## src/rtl/multicycle_control_unit.sv

```systemverilog
// Multi-cycle control FSM for the multi-cycle CPU.
// It sits between the instruction register and the datapath. It sequences each
// instruction through IF/ID/EXE/MEM/WB states. It drives the ALU control (aluop,
// alusrca, alusrcb) and the datapath enables. It resolves branches using the ALU
// zero/sign flags.
// Outputs are combinational from the registered state plus the current opcode.
// All write/strobe enables are forced low while rst_n is low.
// Optional build macro: MCU_DBG_EN adds the debug ports state[2:0] and illegal_op.
// It also adds an assertion that mrd and mwr are never high together.
module multicycle_control_unit #(
  parameter int OPCODE_W = 6,
  parameter int ALUOP_W  = 3
) (
  input  logic                clk,
  input  logic                rst_n,
  input  logic [OPCODE_W-1:0] opcode,
  input  logic                zero,
  input  logic                sign,
  output logic                pcwre,
  output logic                irwre,
  output logic                alusrca,
  output logic                alusrcb,
  output logic [ALUOP_W-1:0]  aluop,
  output logic                extsel,
  output logic [1:0]          regdst,
  output logic                regwre,
  output logic                wrregdsrc,
  output logic                dbdatasrc,
  output logic                mrd,
  output logic                mwr,
  output logic [1:0]          pcsrc
`ifdef MCU_DBG_EN
  ,
  output logic [2:0]          state,
  output logic                illegal_op
`endif
);

  // Opcode map
  localparam logic [OPCODE_W-1:0] OP_ADD   = OPCODE_W'(6'b000000);
  localparam logic [OPCODE_W-1:0] OP_SUB   = OPCODE_W'(6'b000001);
  localparam logic [OPCODE_W-1:0] OP_ADDIU = OPCODE_W'(6'b000010);
  localparam logic [OPCODE_W-1:0] OP_AND   = OPCODE_W'(6'b010000);
  localparam logic [OPCODE_W-1:0] OP_ANDI  = OPCODE_W'(6'b010001);
  localparam logic [OPCODE_W-1:0] OP_ORI   = OPCODE_W'(6'b010010);
  localparam logic [OPCODE_W-1:0] OP_OR    = OPCODE_W'(6'b010011);
  localparam logic [OPCODE_W-1:0] OP_XNOR  = OPCODE_W'(6'b010100);
  localparam logic [OPCODE_W-1:0] OP_SLL   = OPCODE_W'(6'b011000);
  localparam logic [OPCODE_W-1:0] OP_SLTI  = OPCODE_W'(6'b011100);
  localparam logic [OPCODE_W-1:0] OP_SLTIU = OPCODE_W'(6'b011101);
  localparam logic [OPCODE_W-1:0] OP_SW    = OPCODE_W'(6'b100110);
  localparam logic [OPCODE_W-1:0] OP_LW    = OPCODE_W'(6'b100111);
  localparam logic [OPCODE_W-1:0] OP_BEQ   = OPCODE_W'(6'b110000);
  localparam logic [OPCODE_W-1:0] OP_BNE   = OPCODE_W'(6'b110001);
  localparam logic [OPCODE_W-1:0] OP_BLTZ  = OPCODE_W'(6'b110010);
  localparam logic [OPCODE_W-1:0] OP_J     = OPCODE_W'(6'b111000);
  localparam logic [OPCODE_W-1:0] OP_JR    = OPCODE_W'(6'b111001);
  localparam logic [OPCODE_W-1:0] OP_JAL   = OPCODE_W'(6'b111010);
  localparam logic [OPCODE_W-1:0] OP_HALT  = OPCODE_W'(6'b111111);

  // ALU operation codes
  localparam logic [ALUOP_W-1:0] ALU_ADD  = ALUOP_W'(3'b000);
  localparam logic [ALUOP_W-1:0] ALU_SUB  = ALUOP_W'(3'b001);
  localparam logic [ALUOP_W-1:0] ALU_SLL  = ALUOP_W'(3'b010);
  localparam logic [ALUOP_W-1:0] ALU_OR   = ALUOP_W'(3'b011);
  localparam logic [ALUOP_W-1:0] ALU_AND  = ALUOP_W'(3'b100);
  localparam logic [ALUOP_W-1:0] ALU_SLTU = ALUOP_W'(3'b101);
  localparam logic [ALUOP_W-1:0] ALU_SLT  = ALUOP_W'(3'b110);
  localparam logic [ALUOP_W-1:0] ALU_XNOR = ALUOP_W'(3'b111);

  typedef enum logic [2:0] {
    S_IF     = 3'b000,
    S_ID     = 3'b001,
    S_EXE_LS = 3'b010,
    S_MEM    = 3'b011,
    S_WB_LD  = 3'b100,
    S_EXE_BR = 3'b101,
    S_EXE_AL = 3'b110,
    S_WB_AL  = 3'b111
  } state_t;

  state_t cur_state;

  logic is_rtype, is_imm_b, is_zext, is_sll;
  logic is_branch, is_lw, is_sw, is_j, is_jr, is_jal, is_halt, is_illegal;
  logic [ALUOP_W-1:0] alu_sel;
  logic br_taken;
  logic pcwre_raw, irwre_raw, regwre_raw, mrd_raw, mwr_raw;

  // Opcode decode into instruction classes and the ALU operation.
  // NOTE: every always_comb output gets a default first, so no path can infer a latch.
  always_comb begin
    is_rtype   = 1'b0;
    is_imm_b   = 1'b0;
    is_zext    = 1'b0;
    is_sll     = 1'b0;
    is_branch  = 1'b0;
    is_lw      = 1'b0;
    is_sw      = 1'b0;
    is_j       = 1'b0;
    is_jr      = 1'b0;
    is_jal     = 1'b0;
    is_halt    = 1'b0;
    is_illegal = 1'b0;
    alu_sel    = ALU_ADD;
    case (opcode)
      OP_ADD:   begin is_rtype = 1'b1; alu_sel = ALU_ADD;  end
      OP_SUB:   begin is_rtype = 1'b1; alu_sel = ALU_SUB;  end
      OP_ADDIU: begin is_imm_b = 1'b1; alu_sel = ALU_ADD;  end
      OP_AND:   begin is_rtype = 1'b1; alu_sel = ALU_AND;  end
      OP_ANDI:  begin is_imm_b = 1'b1; is_zext = 1'b1; alu_sel = ALU_AND; end
      OP_ORI:   begin is_imm_b = 1'b1; is_zext = 1'b1; alu_sel = ALU_OR;  end
      OP_OR:    begin is_rtype = 1'b1; alu_sel = ALU_OR;   end
      OP_XNOR:  begin is_rtype = 1'b1; alu_sel = ALU_XNOR; end
      OP_SLL:   begin is_rtype = 1'b1; is_sll = 1'b1; alu_sel = ALU_SLL; end
      OP_SLTI:  begin is_imm_b = 1'b1; alu_sel = ALU_SLT;  end
      OP_SLTIU: begin is_imm_b = 1'b1; alu_sel = ALU_SLTU; end
      OP_SW:    begin is_imm_b = 1'b1; is_sw = 1'b1; alu_sel = ALU_ADD; end
      OP_LW:    begin is_imm_b = 1'b1; is_lw = 1'b1; alu_sel = ALU_ADD; end
      OP_BEQ, OP_BNE, OP_BLTZ: begin is_branch = 1'b1; alu_sel = ALU_SUB; end
      OP_J:     is_j    = 1'b1;
      OP_JR:    is_jr   = 1'b1;
      OP_JAL:   is_jal  = 1'b1;
      OP_HALT:  is_halt = 1'b1;
      default:  is_illegal = 1'b1;
    endcase
  end

  // Branch condition evaluated from the ALU flags of the rs-rt subtraction.
  always_comb begin
    br_taken = ((opcode == OP_BEQ)  &&  zero) ||
               ((opcode == OP_BNE)  && !zero) ||
               ((opcode == OP_BLTZ) &&  sign && !zero);
  end

  // State register with next-state selection; async reset aborts any instruction.
  // NOTE: sequential state uses non-blocking assignments so all flops update together.
  always_ff @(posedge clk or negedge rst_n) begin
    if (!rst_n) begin
      cur_state <= S_IF;
    end else begin
      case (cur_state)
        S_IF: cur_state <= S_ID;
        S_ID: begin
          if (is_j || is_jr || is_jal || is_illegal) cur_state <= S_IF;
          else if (is_halt)                          cur_state <= S_ID;
          else if (is_branch)                        cur_state <= S_EXE_BR;
          else if (is_lw || is_sw)                   cur_state <= S_EXE_LS;
          else                                       cur_state <= S_EXE_AL;
        end
        S_EXE_AL: cur_state <= S_WB_AL;
        S_WB_AL:  cur_state <= S_IF;
        S_EXE_BR: cur_state <= S_IF;
        S_EXE_LS: cur_state <= S_MEM;
        S_MEM:    cur_state <= is_lw ? S_WB_LD : S_IF;
        S_WB_LD:  cur_state <= S_IF;
        default:  cur_state <= S_IF;
      endcase
    end
  end

  // Mux selects come straight from the opcode; they are harmless outside the states that use them.
  always_comb begin
    alusrca   = is_sll;
    alusrcb   = is_imm_b;
    extsel    = ~is_zext;
    dbdatasrc = is_lw;
    wrregdsrc = ~is_jal;
    if (is_jal)        regdst = 2'b00;
    else if (is_rtype) regdst = 2'b10;
    else               regdst = 2'b01;
  end

  // State-dependent enables, ALU op and PC source.
  always_comb begin
    pcwre_raw  = 1'b0;
    irwre_raw  = 1'b0;
    regwre_raw = 1'b0;
    mrd_raw    = 1'b0;
    mwr_raw    = 1'b0;
    aluop      = ALU_ADD;
    pcsrc      = 2'b00;
    case (cur_state)
      S_IF: irwre_raw = 1'b1;
      S_ID: begin
        pcwre_raw  = is_j || is_jr || is_jal || is_illegal;
        regwre_raw = is_jal;
        if (is_j || is_jal) pcsrc = 2'b11;
        else if (is_jr)     pcsrc = 2'b10;
      end
      S_EXE_AL: aluop = alu_sel;
      S_EXE_LS: aluop = alu_sel;
      S_EXE_BR: begin
        aluop     = alu_sel;
        pcwre_raw = 1'b1;
        pcsrc     = br_taken ? 2'b01 : 2'b00;
      end
      S_MEM: begin
        mrd_raw   = is_lw;
        mwr_raw   = is_sw;
        pcwre_raw = is_sw;
      end
      S_WB_AL, S_WB_LD: begin
        regwre_raw = 1'b1;
        pcwre_raw  = 1'b1;
      end
      default: ;
    endcase
  end

  // Reset gates every write/strobe enable immediately, independent of the clock.
  always_comb begin
    pcwre  = pcwre_raw  & rst_n;
    irwre  = irwre_raw  & rst_n;
    regwre = regwre_raw & rst_n;
    mrd    = mrd_raw    & rst_n;
    mwr    = mwr_raw    & rst_n;
  end

`ifdef MCU_DBG_EN
  // Debug visibility of the FSM and the illegal-opcode detection.
  always_comb begin
    state      = cur_state;
    illegal_op = (cur_state == S_ID) && is_illegal;
  end

  a_no_rd_wr: assert property (@(posedge clk) disable iff (!rst_n) !(mrd && mwr));
`endif

endmodule

```

## config.mk

```make
export PLATFORM = sky130hd
export DESIGN_NAME = multicycle_control_unit
export DESIGN_NICKNAME = d
export VERILOG_FILES = /design/src/rtl/multicycle_control_unit.sv
export SDC_FILE = /design/constraint.sdc
export NUM_CORES = 1
export LEC_CHECK = 0
export BUFFER_PORTS_ARGS = -buffer_cell sky130_fd_sc_hd__buf_2
export CORE_AREA = 8 8 51 53
export DETAILED_ROUTE_END_ITERATION = 12
export DIE_AREA = 0 0 59 61
export PLACE_DENSITY_LB_ADDON = 0.2
export SYNTH_ARGS = -nofsm -noshare
export SYNTH_HDL_FRONTEND = slang
export SYNTH_SLANG_ARGS = --single-unit
```

## constraint.sdc

```tcl
create_clock -name clk -period 2.2 [get_ports clk]
set_input_delay 0.44 -clock clk [delete_from_list [all_inputs] [get_ports clk]]
set_output_delay 0.44 -clock clk [all_outputs]
set_load 0.01 [all_outputs]
```

* After elaboration in Yosys (flattened, before gate mapping)
Index checks and enable logic that the tools add are counted.
W data, S select, Z words.
** Storage, ports and cells
- Register bits :: 3
- Output and inout bits :: 17
- Word-level logic and storage cells :: 90
** Cells by class
- Eq/ne operators :: 26
- Mux-type cells :: 31
- Bitwise operators :: 7
- Reductions and logical operators :: 25
** Operator list (number)
- $eq A6 B6 Y1 const B :: 9
- $eq A6 B5 Y1 const B :: 8
- $pmux W3 S7 :: 1
- $reduce_or A20 Y1 :: 1
- $mux W3 :: 6
- $pmux W3 S6 :: 1
- $mux W1 :: 16
- $eq A3 B3 Y1 const B :: 4
- $reduce_or A3 Y1 :: 3
- $mux W2 :: 4
- $reduce_or A2 Y1 :: 4
- $logic_or A1 B1 Y1 :: 7
- $reduce_or A7 Y1 :: 1
- $eq A3 B2 Y1 const B :: 2
- $eq A6 B1 Y1 const B :: 1
- $eq A6 B2 Y1 const B :: 1
- $logic_not A6 Y1 :: 1
- $reduce_or A6 Y1 :: 1
- $and A1 B1 Y1 :: 5
- $logic_and A1 B1 Y1 :: 4
- $pmux W2 S2 :: 1
- $reduce_or A4 Y1 :: 1
- $eq A3 B1 Y1 const B :: 1
- $logic_not A3 Y1 :: 1
- 4 further kinds :: 5

* Longest topological paths before layout
- Depth in word-level cells :: 8
- Gate-level depth with buffers :: 7

* Least setup slack after synthesis
No wires, ideal clock.
- Path type :: in2out
- Start point :: in opcode[1]
- End point :: out regdst[0]
- Arrival :: 1.532 ns
- Path slack :: 0.228 ns
- Stages :: 4
- Path through :: buf_2 buf_2 o41ai_1 nor2_1
** Between the ends
- Longest elaborated chain between the ends :: 5
- Elaborated cells on any way between the ends :: 12
- Those cells by class :: 6 x eq/ne; 4 x mux; 2 x reduce/logical
** Ends and longest elaborated chain
- from (decl) :: line 16 : input logic [OPCODE_W-1:0] opcode,
- $eq A6 B5 Y1 (tied with other cells) :: line 106 : case (opcode)
- $reduce_or A6 Y1 (no line)
- $mux W1 :: line 106
- $mux W2 :: line 170 : else if (is_rtype) regdst = 2'b10;
- $mux W2 (*) :: line 169 : if (is_jal) regdst = 2'b00;
- to (decl) :: line 25 : output logic [1:0] regdst,
Every way passes the cells marked *; elsewhere a longest branch is shown, timed or not.

* Worst setup path after layout
- Start point :: in opcode[0]
- End point :: out pcsrc[0]
** Between the ends
- Longest elaborated chain between the ends :: 6
- Elaborated cells on any way between the ends :: 17
- Those cells by class :: 5 x eq/ne; 5 x mux; 7 x reduce/logical
** Ends and longest elaborated chain
- $eq A6 B6 Y1 (on tied branches) :: line 131, 132, 133
- $logic_and A1 B1 Y1 (on tied branches) :: line 131, 132, 133
- $logic_or A1 B1 Y1 / $logic_and A1 B1 Y1 (equally long branches) :: line 131, 133
- $logic_or A1 B1 Y1 :: line 132 : ((opcode == OP_BNE) && !zero) ||
- $mux W1 :: line 196 : pcsrc = br_taken ? 2'b01 : 2'b00;
- $pmux W2 S2 (*) :: line 183 : case (cur_state)
- to (decl) :: line 31 : output logic [1:0] pcsrc
Marks and branches as above.

==> reports/metrics.yaml <==
rows: 16
grt_pass1_vias: 876
hpwl_um: 1710
internal_power_mw: 0.308
hold_viol_final: 0
dr.pass1.iters: 5
net-switching-power_mw: 0.234
antenna_cells: 0
seqPwrFrac_pct: 19.3
grtUsageTotal_pct: 12.8
wl_per_cell_um: 12.9
largest_register_ffs: 3
vias: 888
synth_area_um2: 696
drc: 0
p_clk_share_pct: 17.7
nets: 149
critical_path_class: "in2out"
die-area_um2: 3600
antenna_found_initial: 0
ys_warn_count: 0
place_inst: 158
fmax_mhz: 472
synthCells: 105
reg.largest.list: "cur_state x3"
layout_common_cells: "buf_2, nand2_1, buf_4"
power.share.switching_pct: 43.2
cts_buffers: 3
grt_setup_unrepaired: "yes"
initial_core_util_pct: 37.8
clockBufferDepth: 2
worstMarginPinSlew_ns: 0.410
cp-start-kind: "primary input"
grt-ovfl-total: 0
root_buffer: "clkbuf_4"
crit_path_end_kind: "primary output"
fin_crit_ns: 2.12
drv_cap: 0
hold_buffers: 0
cp.required_ns: 1.76
synth.avg_cell_area_um2: 6.63
clock-sinks: 3
path_max_fanout: 7
viasPerCell: 5.38
fillers: 214
clock_skew_ns: 0.000920
insertion_delay_ns: 0.23
areaGrowthSynthToFinish_pct: 37.2
clkTransAtPathRegs_ns: 0.04
design.core.area_um2: 1840
worstReg2RegEnd: "cur_state[1]"
p_per_area_nw_per_um2: 567
status: "complete, no violations"
synth_nets: 115
gp_congestion: 0.861
die_w_um: 59
p_leak_nw: 0.433
routed_wl_um: 2130
hold_path_class: "in2async"
drv_slew: 0
port_buffers: 26
grt_max_degree: 13
ys_types: 38
r2r_cells: 4
drt-initial-drc-count: 26
postRouteAntennaNets: 0
yosysSeqAreaShare_pct: 10.8
ys_ff_latch: 3
mostFrequentLayoutCell: "buf_2"
r2r_slack_ns: 1.08
ir_worst_vdd_mv: 0.287
instances_no_fill: 165
worstPathArrival_ns: 1.68
top_register: "cur_state"
power_frac_comb_pct: 63.0
period_share_pct: 96.3
htreeDepth: 1
p_total_mw: 0.542
cts_tree: "built"
top_level_ports: 27
grt_pass1_wl_um: 3770
setup_violations: 0
relSlewSlack_pct: 72.3
r2r_start: "cur_state[1]"
final_layout_size_suffix_gt1_share_pct: 39.9
fp.dieH_um: 61
## power groups by stage
stage	logic, mW	clock network [mW]	registers [mW]
after global placement	0.283	0	0.114
after detailed placement	0.287	0	0.116
after CTS	0.291	0.0961	0.118
after floorplan	0.201	0	0.106
after global routing	0.382	0.101	0.111
final	0.341	0.0956	0.105
## metrics by stage
step           worst slack, ns  util [%]  setup TNS, ns  hold slack, ns  cell area (um2)
3_5_place_dp            0.0596      47.3              0           0.255              871
2_1_floorplan            0.228         -              0           0.144              696
3_3_place_gp            0.0641      47.3              0           0.254              871
4_1_cts                0.00899      48.8              0          0.0188              900
6_report                0.0812      51.8              0          0.0170              955
5_1_grt               -0.00295      51.8       -0.00377          0.0234              955
## layout make-up
cell class,instances,area [um2],area share (%)
Inverter,3,11.3,1.18
Sequential cell,3,76.3,7.99
Multi-Input combinational cell,90,587,61.5
Tap cell,27,33.8,3.54
Clock buffer,4,26.3,2.75
Timing Repair Buffer,38,220,23.1
## worst max-delay path: stages
cell and delay, ns:
buf_2 0.14, nand2b_4 0.17, o32a_1 0.30, nor3b_2 0.15
a21oi_1 0.07, nor4b_2 0.21, buf_2 0.17
## worst max-delay path by stage
| stage | startpoint | to | slack [ns] | cells past startpoint |
|---|---|---|---|---|
| finish | opcode[0] | pcsrc[0] | 0.08 | 7 |
| global route | opcode[5] | aluop[0] | -0.003 | 7 |
| CTS | cur_state[1] | aluop[2] | 0.009 | 6 |
| detailed placement | opcode[0] | pcsrc[0] | 0.06 | 7 |
| global placement | opcode[0] | pcsrc[0] | 0.06 | 7 |
| floorplan | opcode[1] | regdst[0] | 0.23 | 4 |
## timing repair
action                                  CTS  global route
setup buffers                             0             3
gates resized for setup                   2             9
pin swaps                                 0             2
endpoints found under the setup margin    1             4
## synth_stat cells
| library cell | instances | area share (%) |
|---|---|---|
| o21ai_0 | 4 | 2.9 |
| nor3b_2 | 1 | 1.8 |
| a211oi_2 | 1 | 1.8 |
| nand2b_4 | 1 | 2.0 |
| nor3_1 | 4 | 2.9 |
| xor2_1 | 1 | 1.3 |
| a21oi_1 | 11 | 7.9 |
| and3b_1 | 2 | 2.5 |
| nor2_2 | 1 | 0.90 |
| and2b_1 | 2 | 2.2 |
| a31oi_1 | 3 | 2.7 |
| nor2b_1 | 3 | 2.7 |
| a221o_1 | 1 | 1.4 |
| inv_1 | 3 | 1.6 |
| a21o_1 | 1 | 1.1 |
| nand3b_1 | 2 | 2.2 |
| or3_1 | 1 | 0.90 |
| buf_6 | 2 | 3.2 |
| or2_2 | 1 | 0.90 |
| clkbuf_1 | 1 | 0.54 |
| a2111oi_1 | 1 | 1.4 |
| a211o_1 | 1 | 1.3 |
| and3_1 | 2 | 1.8 |
| o32a_1 | 3 | 4.3 |
| nand2b_1 | 6 | 5.4 |
| nand3_1 | 5 | 3.6 |
| o211a_1 | 1 | 1.4 |
| xnor2_1 | 1 | 1.3 |
| o21ai_1 | 2 | 1.4 |
| o41ai_1 | 1 | 1.3 |
| buf_2 | 6 | 4.3 |
| nor2_1 | 8 | 4.3 |
| dfrtp_1 | 3 | 11 |
| or2_1 | 1 | 0.90 |
| and2_1 | 3 | 2.7 |
| nand4b_1 | 1 | 1.3 |
| nand2_1 | 13 | 7.0 |
| nor4b_2 | 1 | 2.2 |
## per-layer routing
layer	wire, um	GRT usage, %	part of all wire, %
met1	910	14.3	43
met2	1090	24.5	51
met3	122	2.12	5.7
met4	7	3.07	0.33
met5	0	0	0
## cells by family (layout without fill, tap and decap cells)
family,count (synthesis),after routing,share of synthesized area [%]
simple gates,58,58,48.0
flops,3,3,10.8
xor+xnor,2,2,2.52
compound gates,30,30,29.0
buf+inv,12,45,9.71
No activity file was read; power rests on OpenSTA's default activity.
